`config.mk`:
```
export PLATFORM = sky130hd
export DESIGN_NAME = latrsnq_stim_seq_flat
export DESIGN_NICKNAME = d
export VERILOG_FILES = /design/src/rtl/latrsnq_stim_seq_if.sv /design/src/rtl/latrsnq_stim_seq.sv /design/src/flat_wrapper.sv
export SDC_FILE = /design/constraint.sdc
export NUM_CORES = 1
export LEC_CHECK = 0
export BUFFER_PORTS_ARGS = -buffer_cell sky130_fd_sc_hd__buf_2
export CAP_MARGIN = 20
export CELL_PAD_IN_SITES_DETAIL_PLACEMENT = 0
export CELL_PAD_IN_SITES_GLOBAL_PLACEMENT = 1
export CORE_ASPECT_RATIO = 1.1
export CORE_MARGIN = 3
export CORE_UTILIZATION = 41
export CTS_CLUSTER_DIAMETER = 50
export DETAILED_ROUTE_END_ITERATION = 10
export GPL_TIMING_DRIVEN = 0
export PLACE_DENSITY_LB_ADDON = 0.3
export SETUP_SLACK_MARGIN = 0.5
export SLEW_MARGIN = 20
export SYNTH_ARGS = -nofsm -noshare
export SYNTH_HDL_FRONTEND = slang
export SYNTH_SLANG_ARGS = --single-unit
```
`constraint.sdc`:
```
create_clock -name CLK -period 5.78 [get_ports CLK]
set_clock_uncertainty 0.2 [all_clocks]
set_input_delay 0.867 -clock CLK [delete_from_list [all_inputs] [get_ports CLK]]
set_output_delay 0.867 -clock CLK [all_outputs]
set_load 0.05 [all_outputs]
```
`src/rtl/latrsnq_stim_seq_if.sv`:
```
// Control and latch-pin bundle for the latrsnq stimulus sequencer.
// slave: the sequencer itself; master: the harness that requests operations
// and supplies the latch Q.
interface latrsnq_stim_seq_if;
  logic       START;
  logic [1:0] MODE;
  logic       Q_IN;
  logic       LAT_E;
  logic       LAT_D;
  logic       LAT_RN;
  logic       LAT_SETN;
  logic       BUSY;
  logic       DONE;
  logic       PASS;
  logic [7:0] FAIL_CNT;

  modport master (
    output START, MODE, Q_IN,
    input  LAT_E, LAT_D, LAT_RN, LAT_SETN, BUSY, DONE, PASS, FAIL_CNT
  );

  modport slave (
    input  START, MODE, Q_IN,
    output LAT_E, LAT_D, LAT_RN, LAT_SETN, BUSY, DONE, PASS, FAIL_CNT
  );
endinterface

```
`src/rtl/latrsnq_stim_seq.sv`:
```
// Stimulus/check sequencer for one latrsnq latch: performs a timed write,
// clear or set, then samples Q and records pass/fail.
module latrsnq_stim_seq #(
  parameter int unsigned SETUP_CYC = 2,
  parameter int unsigned HOLD_CYC  = 1,
  parameter int unsigned PW_CYC    = 2,
  parameter int unsigned RECOV_CYC = 2
) (
  input logic              CLK,
  input logic              RN,
  latrsnq_stim_seq_if.slave bus
);

  // E must satisfy both its own pulse width and the D setup before its fall.
  localparam int unsigned W_CYC = (PW_CYC > SETUP_CYC) ? PW_CYC : SETUP_CYC;

  // Counters run from N-1 down to 0, so a state loaded with N lasts N cycles.
  localparam logic [7:0] LD_W     = 8'(W_CYC - 1);
  localparam logic [7:0] LD_HOLD  = 8'(HOLD_CYC - 1);
  localparam logic [7:0] LD_PW    = 8'(PW_CYC - 1);
  localparam logic [7:0] LD_RECOV = 8'(RECOV_CYC - 1);

  typedef enum logic [2:0] {
    IDLE,
    WR_EN,
    WR_HOLD,
    ASSERT,
    RECOV,
    CHECK
  } state_t;

  state_t     r_state, w_state;
  logic [7:0] r_cnt, w_cnt;
  logic       r_exp, w_exp;
  logic       r_e, w_e;
  logic       r_d, w_d;
  logic       r_rn, w_rn;
  logic       r_setn, w_setn;
  logic       r_busy, w_busy;
  logic       r_done, w_done;
  logic       r_pass, w_pass;
  logic [7:0] r_fail_cnt, w_fail_cnt;

  // State and output registers; reset forces latch pins to their safe levels.
  always_ff @(posedge CLK or negedge RN) begin
    if (!RN) begin
      r_state    <= IDLE;
      r_cnt      <= '0;
      r_exp      <= 1'b0;
      r_e        <= 1'b0;
      r_d        <= 1'b0;
      r_rn       <= 1'b1;
      r_setn     <= 1'b1;
      r_busy     <= 1'b0;
      r_done     <= 1'b0;
      r_pass     <= 1'b0;
      r_fail_cnt <= '0;
    end else begin
      r_state    <= w_state;
      r_cnt      <= w_cnt;
      r_exp      <= w_exp;
      r_e        <= w_e;
      r_d        <= w_d;
      r_rn       <= w_rn;
      r_setn     <= w_setn;
      r_busy     <= w_busy;
      r_done     <= w_done;
      r_pass     <= w_pass;
      r_fail_cnt <= w_fail_cnt;
    end
  end

  // Next-state, countdown and pin sequencing for each operation.
  always_comb begin
    w_state    = r_state;
    w_cnt      = r_cnt;
    w_exp      = r_exp;
    w_e        = r_e;
    w_d        = r_d;
    w_rn       = r_rn;
    w_setn     = r_setn;
    w_busy     = r_busy;
    w_done     = 1'b0;
    w_pass     = r_pass;
    w_fail_cnt = r_fail_cnt;

    case (r_state)
      IDLE: begin
        if (bus.START) begin
          w_busy = 1'b1;
          // MODE[0] is the expected Q for every mode: write data, 0 for clear, 1 for set.
          w_exp  = bus.MODE[0];
          if (!bus.MODE[1]) begin
            w_state = WR_EN;
            w_cnt   = LD_W;
            w_d     = bus.MODE[0];
            w_e     = 1'b1;
          end else begin
            w_state = ASSERT;
            w_cnt   = LD_PW;
            w_e     = 1'b0;
            if (bus.MODE[0]) begin
              w_setn = 1'b0;
            end else begin
              w_rn = 1'b0;
            end
          end
        end
      end

      WR_EN: begin
        if (r_cnt == '0) begin
          w_e     = 1'b0;
          w_state = WR_HOLD;
          w_cnt   = LD_HOLD;
        end else begin
          w_cnt = r_cnt - 8'd1;
        end
      end

      WR_HOLD: begin
        if (r_cnt == '0) begin
          w_state = CHECK;
        end else begin
          w_cnt = r_cnt - 8'd1;
        end
      end

      ASSERT: begin
        if (r_cnt == '0) begin
          w_rn    = 1'b1;
          w_setn  = 1'b1;
          w_state = RECOV;
          w_cnt   = LD_RECOV;
        end else begin
          w_cnt = r_cnt - 8'd1;
        end
      end

      RECOV: begin
        if (r_cnt == '0) begin
          w_state = CHECK;
        end else begin
          w_cnt = r_cnt - 8'd1;
        end
      end

      CHECK: begin
        w_state = IDLE;
        w_busy  = 1'b0;
        w_done  = 1'b1;
        // An unknown Q takes the else branch, so it is scored as a mismatch.
        if (bus.Q_IN == r_exp) begin
          w_pass = 1'b1;
        end else begin
          w_pass = 1'b0;
          if (r_fail_cnt != '1) begin
            w_fail_cnt = r_fail_cnt + 8'd1;
          end
        end
      end

      default: begin
        w_state = IDLE;
      end
    endcase
  end

  assign bus.LAT_E    = r_e;
  assign bus.LAT_D    = r_d;
  assign bus.LAT_RN   = r_rn;
  assign bus.LAT_SETN = r_setn;
  assign bus.BUSY     = r_busy;
  assign bus.DONE     = r_done;
  assign bus.PASS     = r_pass;
  assign bus.FAIL_CNT = r_fail_cnt;

endmodule
```
`src/flat_wrapper.sv`:
```
// flat-port wrapper written by rule: the top's interface ports become plain ports
module latrsnq_stim_seq_flat 
#(
  parameter int unsigned SETUP_CYC = 2,
  parameter int unsigned HOLD_CYC  = 1,
  parameter int unsigned PW_CYC    = 2,
  parameter int unsigned RECOV_CYC = 2
)
  (CLK, RN, bus_START, bus_MODE, bus_Q_IN, bus_LAT_E, bus_LAT_D, bus_LAT_RN, bus_LAT_SETN, bus_BUSY, bus_DONE, bus_PASS, bus_FAIL_CNT);
  latrsnq_stim_seq_if bus_i ();
  input logic CLK;
  input logic RN;
  input wire logic [$bits(bus_i.START)-1:0] bus_START;
  input wire logic [$bits(bus_i.MODE)-1:0] bus_MODE;
  input wire logic [$bits(bus_i.Q_IN)-1:0] bus_Q_IN;
  output wire logic [$bits(bus_i.LAT_E)-1:0] bus_LAT_E;
  output wire logic [$bits(bus_i.LAT_D)-1:0] bus_LAT_D;
  output wire logic [$bits(bus_i.LAT_RN)-1:0] bus_LAT_RN;
  output wire logic [$bits(bus_i.LAT_SETN)-1:0] bus_LAT_SETN;
  output wire logic [$bits(bus_i.BUSY)-1:0] bus_BUSY;
  output wire logic [$bits(bus_i.DONE)-1:0] bus_DONE;
  output wire logic [$bits(bus_i.PASS)-1:0] bus_PASS;
  output wire logic [$bits(bus_i.FAIL_CNT)-1:0] bus_FAIL_CNT;
  assign bus_i.START = bus_START;
  assign bus_i.MODE = bus_MODE;
  assign bus_i.Q_IN = bus_Q_IN;
  assign bus_LAT_E = bus_i.LAT_E;
  assign bus_LAT_D = bus_i.LAT_D;
  assign bus_LAT_RN = bus_i.LAT_RN;
  assign bus_LAT_SETN = bus_i.LAT_SETN;
  assign bus_BUSY = bus_i.BUSY;
  assign bus_DONE = bus_i.DONE;
  assign bus_PASS = bus_i.PASS;
  assign bus_FAIL_CNT = bus_i.FAIL_CNT;
  latrsnq_stim_seq #(.SETUP_CYC(SETUP_CYC), .HOLD_CYC(HOLD_CYC), .PW_CYC(PW_CYC), .RECOV_CYC(RECOV_CYC)) u_core (.CLK(CLK), .RN(RN), .bus(bus_i));
endmodule
```
# ---- Word level (Yosys, flattened, before mapping)
# Cells that the tools add are included.
dict set report classes {
  n_addsub 2
  eq_ne 15
  n_mux 28
  bitwise 2
  reduce_logical 16
}
# cell count
set ops {}
lappend ops {{8-bit 2-to-1 mux} 4}
lappend ops {{8-bit one-hot mux with 4 select lines} 1}
lappend ops {{1-bit 2-to-1 mux} 13}
lappend ops {{3-bit 2-to-1 mux} 4}
lappend ops {{3-bit one-hot mux with 4 select lines} 1}
lappend ops {{3-bit AND reduction} 4}
lappend ops {{2-bit != test (second input constant)} 5}
lappend ops {{5-bit AND reduction} 2}
lappend ops {{8-bit by 1-bit adder with 8-bit output (second input constant)} 1}
lappend ops {{8-bit logical NOT} 1}
lappend ops {{8-bit != test (second input constant)} 1}
lappend ops {{1-bit one-hot mux with 2 select lines} 4}
lappend ops {{8-bit by 1-bit subtractor with 8-bit output (second input constant)} 1}
lappend ops {{3-bit by 2-bit equality test with 1-bit output (second input constant)} 2}
lappend ops {{3-bit equality test (second input constant)} 2}
lappend ops {{2-bit by 1-bit != test with 1-bit output (second input constant)} 3}
lappend ops {{2-bit nonzero test} 3}
lappend ops {{2-bit AND reduction} 2}
lappend ops {{4-bit AND reduction} 1}
lappend ops {{4-bit nonzero test} 1}
lappend ops {{3-bit by 1-bit equality test with 1-bit output (second input constant)} 1}
lappend ops {{3-bit logical NOT} 1}
lappend ops {{2-bit 2-to-1 mux} 1}
lappend ops {{1-bit inverter} 2}
lappend ops {{other kinds (2)} 2}
dict set report word_totals {
  reg_bits 27
  inputBits 6
  out_inout_bits 15
  wordCells 74
}

# ---- Depth between registers and ports, before layout
dict set report logic_depth {
  depth_word 4
  depth_mapped 9
  ltp_nobuf 7
}

# ---- Worst setup path before layout
# Ideal clock, no wire load.
dict set report synth_timing {
  kind {reg2reg}
  startpoint {reg u_core.r_cnt[0]}
  endpoint {reg u_core.r_cnt[3]}
  setup_time_ps 68
  arrival_time_ps 1884
  t_required_ps 5512
  path_slack_ps 3628
  path_stages_with_launch 10
  n_path_buf 2
  synth_period_minus_slack_ps 2152
  path_cell_list {dfrtp_1 inv_1 ha_1 nor4b_2 and2_4 buf_6 or2_1 buf_6 or3_1 nand3_1}
}
dict set report synth_between {
  elab_chain_cells 3
  elab_cells_between_ends 8
  cone_classes {1 x add/sub; 1 x eq/ne; 4 x mux; 2 x reduce/logical}
}
# item line
set synth_rtl {}
lappend synth_rtl {{start: declaration} latrsnq_stim_seq.sv:33} ;# logic [7:0] r_cnt, w_cnt;
lappend synth_rtl {{start signal: assignment} latrsnq_stim_seq.sv:60} ;# r_cnt <= w_cnt;
lappend synth_rtl {{8-bit by 1-bit subtractor with 8-bit output or 8-bit logical NOT (tied branches)} n/a}
lappend synth_rtl {{8-bit 2-to-1 mux, or another cell as far along} {latrsnq_stim_seq.sv:122, latrsnq_stim_seq.sv:141}}
lappend synth_rtl {{8-bit one-hot mux with 4 select lines or 3-bit AND reduction (tied branches)} n/a}
# Parallel ways exist; a longest one is shown, timed or not. The select of a mux whose other input is x is not followed.
# A chain may end at the register's enable or synchronous reset.

# ---- Worst setup path in the final report
dict set report layout_timing {
  startpoint {reg u_core.r_cnt[0]}
  endpoint {reg u_core.r_cnt[5]}
}
# Same word-level chain as after synthesis.

==> run_results.csv <==
group,metric,value,unit
grt,met2_usage,24.9,%
timing,hold_viol_final,0,
setup_path,end_kind,"flop",
timing,maxSlewViolCount,0,
setup_path,slowest_stage,"dfrtp_1",
setup_path,critical_path_class,"reg -> reg",
place,place_congestion,0.756,
layout,final_util,49.3,%
yosys,yosysUniqueCellTypes,41,
clock_tree,cts_hold_buf,0,
place,dpl-instance-area,0.00153,mm^2
clock_tree,cts_buffer_depth,2,
floorplan,core,0.00315,mm^2
yosys,synth_edf_count,0,
floorplan,die_w,61.4,um
place,hpwl,2010,um
yosys,ys_ff_latch,27,
timing,rsz0062_at_grt,"false",
grt,grt_use_total,14.4,%
clock_tree,cts.htree.levels,1,
yosys,ys_warn_count,0,
clock_tree,cts_tree,"done",
timing,setup_viol,0,
clock_tree,postCtsSetupRepairBufs,0,
layout,multiInputGateArea,661,um^2
clock_tree,cts.clk_slew.worst_paths,0.14,ns
clock_tree,root_buffer,"clkbuf_4",
detailed_routing,avgRoutedWirePerCell,13.8,um
grt,busiest_layer,"met2",
power,ir_drop,202,uV
min_path,hp-class,"reg -> reg",
place,io_buffers,20,
floorplan,dieArea,0.00412,mm^2
power,intPower,438,uW
power,clkPwrFrac,9.9,%
power,pwr-share-seq,38.6,%
setup_path,start_kind,"flop",
floorplan,rows,21,
yosys,syn_inst,140,
layout,seq_area,678,um^2
job,cap_viol_max_count,0,
clock_tree,numCtsBuffers,3,
timing,layout_min_cycle_time,2.33,ns
yosys,syn-num-nets,148,
layout,final_area,0.00156,mm^2
detailed_routing,drt-initial-drc-count,53,
layout,nets,173,
layout,drive_gt1_share,25.0,%
grt,grt_first_pass_wirelength,4560,um
setup_path,crit_chain,"inv_1 -> ha_1 -> nor4b_2 -> and2_4 -> buf_6 -> o22ai_1 -> a21o_1 -> a21o_2",
grt,grt_pass1_vias,1041,
timing,max_freq,429,MHz
yosys,synth_area,0.00139,mm^2
detailed_routing,drcViolationCount,0,
run_status,status,"finished, final reports clean",
clock_tree,clock_latency,0.31,ns
grt,grt_max_degree,28,
floorplan,io_pins,21,
layout,n_antenna_cell,0,
detailed_routing,via_count,1107,
setup_path,path_max_fanout,10,
setup_path,max_stage_delay,0.47,ns
timing,timing.final.crit_share,40.3,%
detailed_routing,wl,2740,um
grt,grtUsageMet3,1.74,%
layout,synthToLayoutAreaGrowth,12.2,%
detailed_routing,ant_nets,0,
power,power_switching,369,uW
yosys,ys_seq_area_share,48.9,%
layout,num-fill-cells,319,
timing,worst_pin_slew,0.612,ns
clock_tree,cts_sinks,27,
timing,maxSlewHeadroom,59.2,%
setup_path,path_buf_inv,2,
setup_path,arrival,2.35,ns
setup_path,cp.required,5.80,ns
yosys,synthArstFlopShare,100,%
detailed_routing,dr.pass1.iters,4,
yosys,synth_area_per_cell,9.90,um^2
power,powerDensity,519,mW/mm^2
power,power_frac_comb,51.6,%
power,p_sw_share,45.7,%
floorplan,start_util,44.0,%
yosys,synth_ff_type,"dfrtp_1",
setup_path,cp_top_family,"simple AND/OR/NAND/NOR gates",
clock_tree,ctsResizeCount,0,
floorplan,die_y,67.0,um
detailed_routing,vias_per_cell,5.59,
grt,overflow,0,
power,power,808,uW
power,power.leakage,0.764,nW
grt,grtUsageMet1,18.9,%
grt,antenna_found_initial,0,
timing,tns,0,ns
## sequential cells by signal, indices dropped and copies added (netlist names)
signal,cells
u_core.bus.FAIL_CNT,8
u_core.bus.LAT_E,1
u_core.bus.LAT_RN,1
u_core.r_cnt,8
u_core.bus.DONE,1
u_core.bus.BUSY,1
u_core.r_exp,1
u_core.bus.PASS,1
u_core.bus.LAT_SETN,1
u_core.bus.LAT_D,1
u_core.r_state,3
## cells in the final DEF (no fill, tap or decap), types with 2 or more instances in the layout
cell type / count
a21o_1: 4
buf_2: 22
buf_6: 2
a211oi_1: 3
xor2_1: 3
o21ai_0: 9
dfrtp_1: 25
ha_1: 2
mux2_2: 2
nor2b_1: 2
or3_1: 4
clkbuf_1: 2
xnor2_1: 6
nand4_1: 3
and3_1: 2
inv_1: 3
nand3_1: 7
o22ai_1: 2
a21oi_1: 3
nor3_1: 4
nand2_1: 22
dfstp_2: 2
clkbuf_4: 3
nand2b_1: 2
nor2_1: 8
## logic make-up after synthesis
logic type | after synthesis | synth area share [%]
DFF | 27 | 48.9
AOI/OAI and AO/OA | 29 | 14.7
adders and majority gates | 2 | 1.80
xor gates and xnor gates | 9 | 5.69
muxes | 3 | 2.35
and+or+nand+nor | 62 | 23.1
buffers and inverters | 8 | 3.43
## per-stage QoR
step	hold WS, ns	cells	setup slack (ns)
floorplan	0.265	140	3.63
global placement	0.248	194	3.49
detailed placement	0.251	194	3.45
CTS	0.274	198	3.42
global route	0.298	198	3.28
finish	0.271	198	3.45
## path summary, 6_finish.rpt
check                                                     start                               to  slack, ns  cells past startpoint
max in group asynchronous                                    RN      u_core.r_cnt[3]$_DFFE_PN0P_       4.64                      1
worst min register to register  u_core.bus.LAT_SETN$_DFFE_PN1P_  u_core.bus.LAT_SETN$_DFFE_PN1P_       0.27                      2
min in group asynchronous                                    RN     u_core.bus.LAT_D$_DFFE_PN0P_       0.34                      1
worst max-delay path                u_core.r_cnt[0]$_DFFE_PN0P_      u_core.r_cnt[5]$_DFFE_PN0P_       3.45                      8
worst max register to register      u_core.r_cnt[0]$_DFFE_PN0P_      u_core.r_cnt[5]$_DFFE_PN0P_       3.45                      8
worst min-delay path            u_core.bus.LAT_SETN$_DFFE_PN1P_  u_core.bus.LAT_SETN$_DFFE_PN1P_       0.27                      2
## cells in the mapped netlist, types with 2 or more instances
| library cell | n | area (um^2) |
|---|---|---|
| a211oi_1 | 3 | 22.5 |
| a21o_1 | 4 | 30.0 |
| a21oi_1 | 3 | 15.0 |
| and3_1 | 2 | 12.5 |
| buf_2 | 2 | 10.0 |
| buf_6 | 2 | 22.5 |
| dfrtp_1 | 25 | 626 |
| dfstp_2 | 2 | 52.6 |
| ha_1 | 2 | 25.0 |
| inv_1 | 3 | 11.3 |
| mux2_2 | 2 | 22.5 |
| nand2_1 | 22 | 82.6 |
| nand2b_1 | 2 | 12.5 |
| nand3_1 | 7 | 35.0 |
| nand4_1 | 3 | 18.8 |
| nor2_1 | 8 | 30.0 |
| nor2b_1 | 2 | 12.5 |
| nor3_1 | 4 | 20.0 |
| o21ai_0 | 9 | 45.0 |
| o22ai_1 | 2 | 12.5 |
| or3_1 | 4 | 25.0 |
| xnor2_1 | 6 | 52.6 |
| xor2_1 | 3 | 26.3 |
## power groups by stage
stage	registers [mW]	logic [mW]	clock network, mW
after floorplan	0.397	0.243	0
after global placement	0.311	0.411	0
after detailed placement	0.316	0.418	0
after CTS	0.311	0.420	0.0848
after global routing	0.321	0.462	0.0919
final	0.311	0.417	0.0796
## final cells by class
class,count,share of cell area [%]
flip-flops and latches,27,43.6
well taps,34,2.74
plain buffers,5,2.33
multi-input cells,105,42.5
clock buffers,4,1.69
repair buffers,20,6.44
inverters,3,0.724
## tightest hold or removal path: stages, from the launching register on
cell and delay [ns]:
dfstp_2 0.39, nand2_1 0.05, nand2_1 0.05
## metal layers
layer | part of all wire (%) | vias to the layer above
met2 | 50 | 17
met3 | 3.1 | 2
met1 | 47 | 541
met5 | 0 | -
li1 | - | 547
met4 | 0.44 | 0
Power figures use the tool's default switching activity.
